**src/rtl/pipe_hazard_ctrl.sv**
```systemverilog
`default_nettype none
// ============================================================================
//  Module      : pipe_hazard_ctrl
//  Description : Pipeline hazard controller for a 5-stage MIPS-style core.
//                Drives PC enable and IF/ID, ID/EXE go/clear strobes, detects
//                load-use hazards, flushes on taken branches and implements a
//                syscall halt / button-resume state machine.
//                Optional statistics counters are built when the macro
//                PIPE_STATS_EN is defined; otherwise the count outputs are 0.
//  Revision    : 1.0  initial release
// ============================================================================
module pipe_hazard_ctrl #(
    parameter int CNT_W = 16
) (
    input  logic             clk,
    input  logic             rst_n,
    input  logic [31:0]      id_instruction,
    input  logic [31:0]      exe_instruction,
    input  logic             branch_taken,
    input  logic             halt_req,
    input  logic             resume,
    output logic             pc_go,
    output logic             if_id_go,
    output logic             if_id_clear,
    output logic             id_exe_go,
    output logic             id_exe_clear,
    output logic             halted,
    output logic [CNT_W-1:0] stall_count,
    output logic [CNT_W-1:0] flush_count
);

    localparam logic [1:0] ST_RUN    = 2'd0;
    localparam logic [1:0] ST_HALT   = 2'd1;
    localparam logic [1:0] ST_RESUME = 2'd2;
    localparam logic [5:0] OP_LW     = 6'h23;

    logic [1:0] state_q;
    logic [1:0] state_d;
    logic       resume_q;
    logic       resume_rise;
    logic       load_use;
    logic       run_active;
    logic [4:0] exe_rt;
    logic       unused_bits;

    // Only opcode/rt of EXE and rs/rt of ID matter for hazard detection.
    assign unused_bits = ^{id_instruction[31:26], id_instruction[15:0],
                           exe_instruction[25:21], exe_instruction[15:0]};

    assign exe_rt      = exe_instruction[20:16];
    assign load_use    = (exe_instruction[31:26] == OP_LW) && (exe_rt != 5'd0) &&
                         ((exe_rt == id_instruction[25:21]) ||
                          (exe_rt == id_instruction[20:16]));
    assign resume_rise = resume & ~resume_q;

    // RESUME ignores halt_req so the frozen syscall can finally leave EXE.
    assign run_active  = ((state_q == ST_RUN) && !halt_req) || (state_q == ST_RESUME);

    // Zero-latency control strobes and next-state selection.
    always_comb begin
        state_d      = state_q;
        pc_go        = 1'b1;
        if_id_go     = 1'b1;
        id_exe_go    = 1'b1;
        if_id_clear  = 1'b0;
        id_exe_clear = 1'b0;
        halted       = 1'b0;
        if (!rst_n) begin
            // Pipeline registers load nops while reset is held.
            if_id_clear  = 1'b1;
            id_exe_clear = 1'b1;
            state_d      = ST_RUN;
        end else begin
            case (state_q)
                ST_RUN: begin
                    if (halt_req) begin
                        pc_go     = 1'b0;
                        if_id_go  = 1'b0;
                        id_exe_go = 1'b0;
                        state_d   = ST_HALT;
                    end
                end
                ST_HALT: begin
                    pc_go     = 1'b0;
                    if_id_go  = 1'b0;
                    id_exe_go = 1'b0;
                    halted    = 1'b1;
                    if (resume_rise) begin
                        state_d = ST_RESUME;
                    end
                end
                ST_RESUME: state_d = ST_RUN;
                default:   state_d = ST_RUN;
            endcase
            if (run_active) begin
                if (branch_taken) begin
                    // Flush both younger instructions; squashes any stall too.
                    if_id_clear  = 1'b1;
                    id_exe_clear = 1'b1;
                end else if (load_use) begin
                    // Hold PC and IF/ID, push a bubble into EXE.
                    pc_go        = 1'b0;
                    if_id_go     = 1'b0;
                    id_exe_clear = 1'b1;
                end
            end
        end
    end

    // State register and resume-button edge history.
    always_ff @(posedge clk) begin
        if (!rst_n) begin
            state_q  <= ST_RUN;
            resume_q <= 1'b0;
        end else begin
            state_q  <= state_d;
            resume_q <= resume;
        end
    end

`ifdef PIPE_STATS_EN
    logic [CNT_W-1:0] stall_cnt_q;
    logic [CNT_W-1:0] flush_cnt_q;

    // Saturating event counters for stalls and flushes.
    always_ff @(posedge clk) begin
        if (!rst_n) begin
            stall_cnt_q <= '0;
            flush_cnt_q <= '0;
        end else begin
            if (run_active && branch_taken && (flush_cnt_q != {CNT_W{1'b1}})) begin
                flush_cnt_q <= flush_cnt_q + 1'b1;
            end
            if (run_active && !branch_taken && load_use &&
                (stall_cnt_q != {CNT_W{1'b1}})) begin
                stall_cnt_q <= stall_cnt_q + 1'b1;
            end
        end
    end

    assign stall_count = stall_cnt_q;
    assign flush_count = flush_cnt_q;
`else
    assign stall_count = '0;
    assign flush_count = '0;
`endif

endmodule
`default_nettype wire
```
**config.mk**
```make
export PLATFORM = sky130hd
export DESIGN_NAME = pipe_hazard_ctrl
export DESIGN_NICKNAME = d
export VERILOG_FILES = /design/src/rtl/pipe_hazard_ctrl.sv
export SDC_FILE = /design/constraint.sdc
export NUM_CORES = 1
export LEC_CHECK = 0
export CAP_MARGIN = 20
export CORE_ASPECT_RATIO = 1.4
export CORE_MARGIN = 2
export CORE_UTILIZATION = 20
export CTS_BUF_LIST = sky130_fd_sc_hd__clkbuf_4 sky130_fd_sc_hd__clkbuf_8
export DETAILED_ROUTE_END_ITERATION = 8
export GPL_TIMING_DRIVEN = 0
export HOLD_SLACK_MARGIN = 0.05
export PLACE_DENSITY = 0.89
export SLEW_MARGIN = 20
export SYNTH_ARGS = -nofsm -noshare
export SYNTH_HDL_FRONTEND = slang
export SYNTH_SLANG_ARGS = --single-unit
```
**constraint.sdc**
```tcl
create_clock -name clk -period 1.6 [get_ports clk]
set_input_delay 0.32 -clock clk [delete_from_list [all_inputs] [get_ports clk]]
set_output_delay 0.32 -clock clk [all_outputs]
set_load 0.02 [all_outputs]
```
==> flow_metrics.py <==
metrics = {
    "worst_setup_path": {
        "critical_path.startpoint": "state_q[1]",
        "slowest_delay_ns": 0.33,
        "crit_end": "pc_go",
        "cp-start-kind": "register",
        "cp-end-kind": "output pin",
        "r2r_slack_ns": 0.80,
        "path_cells": "nor2b_4 > o31ai_4 > a2111oi_4 > a21boi_2 > buf_4 > buf_6",
        "cp_slowest_cell": "dfxtp_2",
        "r2r-start": "state_q[0]",
        "critPathArrivalTime_ns": 1.44,
        "path_class": "reg2out",
        "reg2reg_to": "state_q[1]",
        "r2r_cells": 3,
        "crit_fanout": 3,
        "worstPathRequired_ns": 1.28,
    },
    "global_route": {
        "grt_util_met2": 0.173,
        "antenna_found_initial": 0,
        "grt_usage": 0.0927,
        "grt.met1_usage": 0.0893,
        "grt_pass1_vias": 521,
        "grt-busiest-layer": "met2",
        "grtUsageMet3": 0.0493,
        "grt_pass1_wl_um": 2320,
        "grt.overflow.total": 0,
        "grt_max_degree": 7,
    },
    "placement": {
        "place_ws_ns": -0.931,
        "dp.cells": 170,
        "io_buffer_count": 31,
        "hpwl_um": 1280,
        "place_area_um2": 1050,
        "gp_congestion": 0.711,
    },
    "clock_tree": {
        "cts_tree": "built",
        "clockRootBuffer": "clkbuf_4",
        "clkSlewWorstSetupHoldPaths_ns": 0.04,
        "holdBufCountCts": 0,
        "htree_levels": 1,
        "cts_made_buffers": 3,
        "cts_buffer_depth": 2,
        "clock_latency_ns": 0.23,
        "clock_sinks": 3,
    },
    "worst_hold_path": {
        "worstHoldStart": "resume_q",
        "hold_class": "reg2reg",
    },
    "pwr": {
        "p_switching_mw": 0.193,
        "powerDensity_nw_per_um2": 469,
        "p_clk_frac": 0.277,
        "power_frac_comb": 0.557,
        "ir_drop_uv": 409,
        "swShare": 0.365,
        "intPower_mw": 0.335,
        "p_leak_nw": 0.586,
        "p_seq_frac": 0.165,
        "power.total_mw": 0.528,
    },
    "timing": {
        "finalSetupViolCount": 3,
        "post-route-period-util": 1.10,
        "fin_skew_ns": 0.00140,
        "drv_slew": 0,
        "finalWorstSetupSlack_ns": -0.159,
        "fin_setup_tns_ns": -0.275,
        "max_freq_mhz": 569,
        "fin_crit_ns": 1.76,
        "rsz0062_at_grt": "yes",
        "hold_violations": 0,
    },
    "cells_and_area": {
        "antenna_cells": 0,
        "area_growth_pct": 100,
        "layout.nets": 210,
        "drive_gt1_frac": 0.471,
        "stdcell_count": 176,
        "final_area_um2": 1130,
    },
    "floorplanning": {
        "rows": 22,
        "ios": 107,
        "design.die.area_um2": 3260,
        "core_um2": 2640,
        "die_w_um": 48.8,
        "die_y_um": 66.8,
        "start_util": 0.213,
    },
    "logic_synthesis": {
        "syn_inst": 72,
        "netlist_top_cells_area": "buf_4 (44%), xnor2_1 (16%), dfxtp_1 (11%)",
        "synthMuxAreaShare": 0,
        "synth_top_area_share": 0.440,
        "yosys_register_bits": 3,
        "yosysUniqueCellTypes": 20,
        "synth_compound_area_frac": 0.107,
        "synth-seq-area-share": 0.107,
        "yosys_warnings": 0,
        "synth_top_family_by_area": "buffers and inverters",
        "avgSynthCellArea_um2": 7.82,
        "synthAdderAreaFrac": 0,
        "post-synth-top-area-cell": "buf_4",
        "synthSimpleGateAreaFrac": 0.178,
        "syn_area_um2": 563,
        "synth_xor_area_frac": 0.156,
    },
    "routing": {
        "avgViaCountPerCell": 3.42,
        "wl_um": 1470,
        "drtIter0Drc": 5,
        "num_vias": 602,
        "postRouteAntennaNets": 0,
        "wl_per_cell_um": 8.36,
        "dr.pass1.iters": 3,
        "drc": 0,
    },
    "status": {
        "violations": "setup timing",
        "status": "complete, but fails checks",
    },
    "run": {
        "drv_cap": 0,
    },
}
## power by group through the flow
stage / Sequential, mW / Clock [mW] / Combinational (mW)
2_1_floorplan: 0.0855 / 0 / 0.196
3_3_place_gp: 0.0866 / 0 / 0.293
3_5_place_dp: 0.0866 / 0 / 0.295
4_1_cts: 0.0863 / 0.151 / 0.290
5_1_grt: 0.0878 / 0.159 / 0.315
6_report: 0.0873 / 0.146 / 0.294
## timing repair
action / CTS / global route
setup endpoints to repair: 6 / 5
resized for setup: 78 / 9
pin swaps: 19 / 8
buffers inserted: 2 / 1
## critical path: cells and delay by family, from the launching register on
family,cells,cell delay [ns]
AO/OA/AOI/OAI,3,0.48
flip-flops,1,0.33
buffers and inverters,2,0.26
AND/OR/NAND/NOR,1,0.14
## metrics by stage
| stage | hold slack, ns | utilization |
|---|---|---|
| floorplan | 0.422 | - |
| global placement | 0.432 | 0.396 |
| detailed placement | 0.448 | 0.396 |
| CTS | 0.455 | 0.426 |
| global route | 0.479 | 0.426 |
| finish | 0.450 | 0.426 |
## synth_stat cells (all sizes together)
| cell | instances |
|---|---|
| nand3 | 3 |
| nor2 | 4 |
| conb | 1 |
| nor2b | 2 |
| o22ai | 1 |
| a31o | 1 |
| o31ai | 1 |
| inv | 1 |
| dfxtp | 3 |
| and2 | 3 |
| buf | 33 |
| nand2 | 3 |
| a2111oi | 1 |
| nor4b | 1 |
| nor3 | 1 |
| xnor2 | 10 |
| a21oi | 1 |
| a21boi | 1 |
| o21ai | 1 |
## cell usage in the layout (no fill, tap or decap), drive strengths merged
cell,synthesis,final
a21oi,1,1
nor4b,1,1
clkbuf,0,6
nand3,3,3
nor2,4,4
nand2,3,3
inv,1,1
o21ai,1,1
and2,3,3
conb,1,32
dfxtp,3,3
nor2b,2,2
a31o,1,1
xnor2,10,10
o22ai,1,1
a21boi,1,1
buf,33,42
clkdlybuf4s50,0,1
a2111oi,1,1
clkdlybuf4s15,0,9
o31ai,1,1
nor3,1,1
dlygate4sd2,0,12
## registers in the layout, indices dropped and copies added, names as in the netlist
name      cells
state_q       2
resume_q      1
## logic make-up after synthesis
| kind of cell | after synthesis |
|---|---|
| buf+inv | 34 |
| simple gates | 17 |
| xor+xnor | 10 |
| compound gates | 7 |
| flops | 3 |
| other cells | 1 |
## layout make-up
type	instances	area (um^2)
Fill cell	275	1520
Multi-Input combinational cell	66	438
Timing Repair Buffer	33	299
Buffer	33	248
Sequential cell	3	62.6
Tap cell	36	45.0
Clock buffer	4	30.0
Inverter	1	3.75
## worst min-delay path by stage
| stage | to | slack (ns) | cells after the start |
|---|---|---|---|
| after floorplan | state_q[0] | 0.42 | 2 |
| after global placement | state_q[0] | 0.43 | 2 |
| after detailed placement | state_q[0] | 0.45 | 2 |
| after CTS | state_q[0] | 0.45 | 2 |
| after global routing | state_q[0] | 0.48 | 2 |
| final | state_q[0] | 0.45 | 2 |
## per-layer routing
layer  vias to the layer above  routed length (um)
met1                       246                 496
met2                        50                 723
met4                         0                   0
met3                         0                 251
met5                         -                   0
li1                        306                   -
Note: power is estimated with default switching activity, not from simulation.
